--- src/rtl/regfile_write_arbiter.sv ---
// Round-robin arbiter sharing one register-file write port among NREQ requesters, one-entry output stage.
// Optional same-cycle read bypass when RFW_BYPASS_EN is defined.
module regfile_write_arbiter #(
    parameter int NREQ     = 2,
    parameter int DATA_W   = 64,
    parameter int ZERO_REG = 1
) (
    input  logic                     clk,
    input  logic                     reset,
    input  logic [NREQ-1:0]          req_valid,
    input  logic [NREQ*5-1:0]        req_addr,
    input  logic [NREQ*DATA_W-1:0]   req_data,
    output logic [NREQ-1:0]          req_ready,
    output logic                     wr_en,
    output logic [4:0]               wr_addr,
    output logic [DATA_W-1:0]        wr_data
`ifdef RFW_BYPASS_EN
    ,
    input  logic [4:0]               byp_rd_addr,
    output logic                     byp_hit,
    output logic [DATA_W-1:0]        byp_data
`endif
);

    localparam int unsigned PTR_W  = (NREQ > 1) ? $clog2(NREQ) : 1;
    localparam int unsigned ADDR_W = 5;
    localparam logic [ADDR_W-1:0] XZR = 5'd31;

    logic [PTR_W-1:0]  r_ptr;
    logic              r_wr_en;
    logic [ADDR_W-1:0] r_wr_addr;
    logic [DATA_W-1:0] r_wr_data;

    logic              w_found;
    logic              w_xfer;
    logic              w_drop;
    logic [PTR_W-1:0]  w_idx;
    logic [PTR_W-1:0]  w_gidx;
    logic [PTR_W-1:0]  w_ptr_nxt;
    logic [ADDR_W-1:0] w_sel_addr;
    logic [DATA_W-1:0] w_sel_data;
    logic [ADDR_W-1:0] w_addr_arr [NREQ];
    logic [DATA_W-1:0] w_data_arr [NREQ];

    // Unpack the flat request buses into per-requester lanes
    for (genvar i = 0; i < NREQ; i++) begin : g_lane
        assign w_addr_arr[i] = req_addr[i*ADDR_W +: ADDR_W];
        assign w_data_arr[i] = req_data[i*DATA_W +: DATA_W];
    end

    // Search from the pointer for the first valid requester
    always_comb begin
        w_found = 1'b0;
        w_gidx  = '0;
        w_idx   = '0;
        for (int k = 0; k < NREQ; k++) begin
            w_idx = PTR_W'((int'(r_ptr) + k) % NREQ);
            if (!w_found && req_valid[w_idx]) begin
                w_found = 1'b1;
                w_gidx  = w_idx;
            end
        end
    end

    assign w_sel_addr = w_addr_arr[w_gidx];
    assign w_sel_data = w_data_arr[w_gidx];
    assign w_xfer     = w_found && !reset;
    assign w_drop     = (ZERO_REG != 0) && (w_sel_addr == XZR);
    assign w_ptr_nxt  = (int'(w_gidx) == NREQ - 1) ? '0 : w_gidx + PTR_W'(1);

    always_comb begin
        req_ready = '0;
        if (w_xfer) begin
            req_ready[w_gidx] = 1'b1;
        end
    end

    // Output stage; XZR writes are acknowledged but never enabled
    always_ff @(posedge clk) begin
        if (reset) begin
            r_ptr     <= '0;
            r_wr_en   <= 1'b0;
            r_wr_addr <= '0;
            r_wr_data <= '0;
        end else begin
            r_wr_en <= w_xfer && !w_drop;
            if (w_xfer) begin
                r_ptr     <= w_ptr_nxt;
                r_wr_addr <= w_sel_addr;
                r_wr_data <= w_sel_data;
            end
        end
    end

    assign wr_en   = r_wr_en;
    assign wr_addr = r_wr_addr;
    assign wr_data = r_wr_data;

`ifdef RFW_BYPASS_EN
    // Forward the in-flight write to a same-cycle reader
    always_comb begin
        byp_hit  = r_wr_en && (r_wr_addr == byp_rd_addr)
                   && !((ZERO_REG != 0) && (byp_rd_addr == XZR));
        byp_data = byp_hit ? r_wr_data : '0;
    end
`endif

endmodule

--- config.mk ---
export PLATFORM = sky130hd
export DESIGN_NAME = regfile_write_arbiter
export DESIGN_NICKNAME = d
export VERILOG_FILES = /design/src/rtl/regfile_write_arbiter.sv
export SDC_FILE = /design/constraint.sdc
export NUM_CORES = 1
export LEC_CHECK = 0
export BUFFER_PORTS_ARGS = -buffer_cell sky130_fd_sc_hd__buf_4
export CORE_AREA = 8 8 114 158
export DETAILED_ROUTE_END_ITERATION = 6
export DIE_AREA = 0 0 122 166
export GPL_TIMING_DRIVEN = 0
export PLACE_DENSITY = 0.47
export SETUP_SLACK_MARGIN = 0.02
export SYNTH_ARGS = -nofsm -noshare
export SYNTH_HDL_FRONTEND = slang
export SYNTH_SLANG_ARGS = --single-unit
--- constraint.sdc ---
create_clock -name clk -period 2.65 [get_ports clk]
set_input_delay 0.3975 -clock clk [delete_from_list [all_inputs] [get_ports clk]]
set_output_delay 0.3975 -clock clk [all_outputs]
set_load 0.02 [all_outputs]
* After elaboration in Yosys (flattened, before gate mapping)
Index checks and enable logic that the tools add are counted.
** Word-level totals
- Register bits :: 71
- Word-level logic and storage cells :: 38
- Input bits :: 142
- Output and inout port bits :: 72
** Operators by class
- Bitwise gates (word level) :: 1
- Reduce and logical (&&, ||, !) cells :: 7
- Mux-type cells :: 18
- Add/subtract/negate cells :: 2
- Eq/ne operators :: 1
- $lt $le $gt $ge :: 5
** Operators by type and width (count)
- 64-bit 2-to-1 mux :: 3
- 5-bit 2-to-1 mux :: 3
- 1-bit 2-to-1 mux :: 10
- 1-bit by 2-bit less-than comparator with 1-bit output, second input constant :: 3
- 5-bit == test, second input constant :: 1
- 1-bit logical AND :: 4
- 1-bit logical NOT :: 3
- 1-bit adder, second input constant :: 2
- 2-bit >= comparator, second input constant :: 1
- 2-bit 2-to-1 mux :: 1
- 1-bit inverter with 2-bit output :: 1
- 1-bit demux with 1-bit select :: 1
- 1-bit >= comparator, second input constant :: 1

* Longest topological paths before layout
- Word-level depth :: 13
- Mapped depth :: 5
- Depth with buffers taken out :: 3

* Least setup slack after synthesis
Ideal clock, no wire load.
- Kind :: input to output
- Start point :: in req_valid[0]
- End point :: out req_ready[0]
- Slack :: 1090 ps
- Required time :: 2253 ps
- Stages :: 4
- Buffers on the path :: 2
- Arrival time :: 1163 ps
- Cell sequence :: a21bo_2 -> buf_6 -> buf_6 -> nor2_1
** Between the ends
- Cells in the longest elaborated chain, start to end :: 11
- Elaborated cells on any way between the ends :: 17
- Those cells by class :: order compare (2); mux (11); reduce/logical (4)
** Ends and longest elaborated chain
- start: declaration :: RTL line 10 : input logic [NREQ-1:0] req_valid,
- 1-bit 2-to-1 mux (not written as such) (2 in a row) :: RTL line 58 : if (!w_found && req_valid[w_idx]) begin
- 1-bit 2-to-1 mux :: RTL line 58
- 1-bit logical NOT :: RTL line 58
- 1-bit logical AND :: RTL line 58
- 1-bit 2-to-1 mux :: RTL line 58
- 1-bit by 2-bit less-than comparator with 1-bit output (not written as such) or 1-bit >= comparator (tied branches) :: RTL line 74 : req_ready[w_gidx] = 1'b1;
- 1-bit logical AND (not written as such) :: RTL line 74
- 1-bit 2-to-1 mux (not written as such) :: RTL line 74
- 1-bit demux with 1-bit select :: RTL line 74
- 2-bit 2-to-1 mux (*) :: RTL line 73 : if (w_xfer) begin
- end: declaration :: RTL line 13 : output logic [NREQ-1:0] req_ready,
Every way passes the cells marked *; elsewhere a longest branch is shown, timed or not. The select of a mux whose other input is x is not followed.

* Worst setup path after layout
- Start point :: reg r_ptr
- End point :: out req_ready[0]
** Between the ends
- Cells in the longest elaborated chain, start to end :: 11
- Elaborated cells on any way between the ends :: 18
- Those cells by class :: add/sub (1); order compare (2); mux (11); reduce/logical (4)
** Ends and longest elaborated chain
- start: declaration :: RTL line 29 : logic [PTR_W-1:0] r_ptr;
- start signal: assignment :: RTL line 88 : r_ptr <= w_ptr_nxt;
- 1-bit 2-to-1 mux (not written as such) (2 in a row) :: RTL line 58
- 1-bit 2-to-1 mux :: RTL line 58
- 1-bit logical NOT :: RTL line 58
- 1-bit logical AND :: RTL line 58
- 1-bit 2-to-1 mux :: RTL line 58
- 1-bit by 2-bit less-than comparator with 1-bit output (not written as such) or 1-bit >= comparator (tied branches) :: RTL line 74
- 1-bit logical AND (not written as such) :: RTL line 74
- 1-bit 2-to-1 mux (not written as such) :: RTL line 74
- 1-bit demux with 1-bit select :: RTL line 74
- 2-bit 2-to-1 mux (*) :: RTL line 73
Marks and branches as above.

==> impl_metrics.csv <==
group,metric,value,unit
cells_and_area,drive_above_1_share,39.4,%
timing,layout_setup_ws,0.685,ns
placed_design,placed_area,0.00569,mm²
detailed_routing,drt_iter0_drc,203,
worst_setup_path,crit_fanout,10,
global_routing,grt_overflow,0,
detailed_routing,drt-total-wl,17200,µm
clocking,cts-buffers-inserted,9,
run_status,status,"completed",
global_routing,grt_max_degree,13,
hold_path,hold_path.class,"primary input to register",
worst_setup_path,reg2reg_depth,5,
cells_and_area,antenna_cells,0,
synth,yosysWarningCount,0,
timing,slew_headroom,64.9,%
hold_path,min_from,"req_data[41]",
die,dieWidth,122,µm
die,rows,55,
worst_setup_path,cp.required,2.25,ns
job,cap_violations,0,
power,p_sw_share,29.4,%
placed_design,gp_congestion,0.811,
timing,fin_worst_skew,0.00757,ns
clocking,clockBufferDepth,2,
synth,netlist_instances,478,
clocking,clk_latency,0.33,ns
power,p_comb_share,25.9,%
clocking,tritoncts,"built",
clocking,cts_num_sinks,71,
clocking,clockRootBuffer,"clkbuf_16",
timing,final_hold_viol_count,0,
timing,setup_viol,0,
clocking,clk_pin_slew_worst_paths,0.06,ns
power,internal_power,2.47,mW
cells_and_area,area_growth,56.5,%
timing,period_share,74.1,%
global_routing,grt_pass1_wl,26600,µm
detailed_routing,vias,4614,
placed_design,io_buffer_count,212,
synth,avgSynthCellArea,8.05,µm²
synth,synthesis.area,0.00385,mm²
cells_and_area,final_common_cell,"buf_4",
power,p_per_area,580,mW/mm²
detailed_routing,drt-wirelength-per-cell,19.0,µm
cells_and_area,nNetsFinal,843,
power,p_leak,2.77,nW
synth,synth_seq_area_share,36.9,%
power,pwr-share-clk,39.3,%
timing,fmax,509,MHz
clocking,holdBufCountCts,0,
synth,synth_nets,620,
hold_path,holdPathStages,2,
die,start_util,24.4,%
die,ios,214,
timing,rsz0062_at_grt,"false",
timing,final_max_slew_viol_count,0,
worst_setup_path,cp-startpoint,"r_ptr",
global_routing,grt_pass1_vias,4888,
die,core_area,0.0158,mm²
timing,finalCriticalPeriod,1.96,ns
timing,setup-tns-final,0,ns
power,irDropWorstVdd,0.373,mV
die,die_area,0.0203,mm²
detailed_routing,drc,0,
cells_and_area,stdcell_count,905,
clocking,cts_resized,0,
cells_and_area,final_area,0.00602,mm²
timing,tightest_slew,0.527,ns
detailed_routing,vias_per_cell,5.10,
synth,yosys_register_bits,71,
clocking,post_cts_buffers,0,
worst_setup_path,regToRegStartpoint,"r_ptr",
die,die_h,166,µm
clocking,h-tree-depth,3,
global_routing,grt_util_all_layers,16.4,%
worst_setup_path,end_kind,"output port",
detailed_routing,drtAntennaViolNets,0,
synth,synth_cell_types,27,
placed_design,dpl.hpwl,13100,µm
cells_and_area,mostFrequentLayoutCells,"buf_4, nor2_1, dfxtp_1",
global_routing,antenna_found_initial,0,
worst_setup_path,startpoint_type,"register",
worst_setup_path,crit_arrival,1.57,ns
placed_design,dp.cells,889,
worst_setup_path,path_class,"register to output port",
power,p_switching,1.03,mW
detailed_routing,dr.pass1.iters,4,
power,seqPwrFrac,34.8,%
placed_design,pre_cts_ws,0.901,ns
state kept, by name (all words and copies together) (netlist names):
signal and count:
wr_en 1, wr_addr 5, wr_data 64, r_ptr 1
per-layer routing:
metal	GRT usage (%)	vias to the layer above	wire, µm
li1	-	2203	-
met2	28.7	180	8770
met5	0	-	0
met3	4.15	17	1230
met4	5.82	0	361
met1	18.6	2214	6820
kinds of logic after synthesis:
logic type / after synthesis / synth area share, %
buf+inv: 118 / 14.0
simple gates: 84 / 8.91
compound gates: 205 / 40.2
flops: 71 / 36.9
area by class of cell:
| cell class | count | area (µm²) |
|---|---|---|
| inverters | 65 | 244 |
| fillers | 1649 | 9740 |
| clock inverters | 5 | 80.1 |
| repair buffers | 212 | 1590 |
| well taps | 199 | 249 |
| clock buffers | 11 | 253 |
| multi-input cells | 289 | 1890 |
| plain buffers | 53 | 294 |
| flip-flops and latches | 71 | 1420 |
final timing paths:
path | end | slack [ns]
max | req_ready[0] | 0.69
min | wr_data[41] | 0.33
max reg2reg | wr_data[1] | 1.07
min reg2reg | wr_addr[4] | 0.50
worst max-delay path: stages, from the launching register on:
cell and delay (ns):
dfxtp_1 0.29, buf_2 0.14, a21bo_2 0.23, buf_6 0.17, buf_6 0.15, nor2_1 0.10, buf_4 0.16
stage by stage:
stage | util [%] | hold WS, ns | power, mW
2_1_floorplan | - | 0.567 | 1.71
3_3_place_gp | 36.1 | 0.491 | 2.14
3_5_place_dp | 36.1 | 0.501 | 2.15
4_1_cts | 38.2 | 0.321 | 3.54
5_1_grt | 38.2 | 0.328 | 3.66
6_report | 38.2 | 0.332 | 3.49
synthesized netlist by cell type:
cell type	instances	area share, %
a211oi_1	1	0.20
o32a_1	1	0.26
o21ai_0	4	0.52
a31oi_1	64	10
o32ai_2	1	0.42
dfxtp_1	71	37
nor3_1	2	0.26
buf_6	8	2.3
o221a_2	14	4.1
inv_1	33	3.2
a21oi_1	65	8.5
nor3b_1	1	0.20
nand3_1	4	0.52
buf_4	2	0.39
inv_2	2	0.20
nand4_1	2	0.33
and2b_1	1	0.20
o221a_1	50	15
nor2_1	71	6.9
nand2b_1	2	0.33
buf_1	8	0.78
or2_1	1	0.16
clkinv_1	30	2.9
a311oi_1	4	0.91
buf_2	22	2.9
a21bo_2	1	0.26
clkbuf_1	13	1.3
power groups by stage:
stage / clock (mW) / sequential [mW] / combinational [mW]
final: 1.37 / 1.22 / 0.904
after global routing: 1.45 / 1.23 / 0.979
after CTS: 1.41 / 1.22 / 0.914
after detailed placement: 0 / 1.24 / 0.911
after global placement: 0 / 1.24 / 0.903
after floorplan: 0 / 1.34 / 0.362
Power figures use the tool's default switching activity.
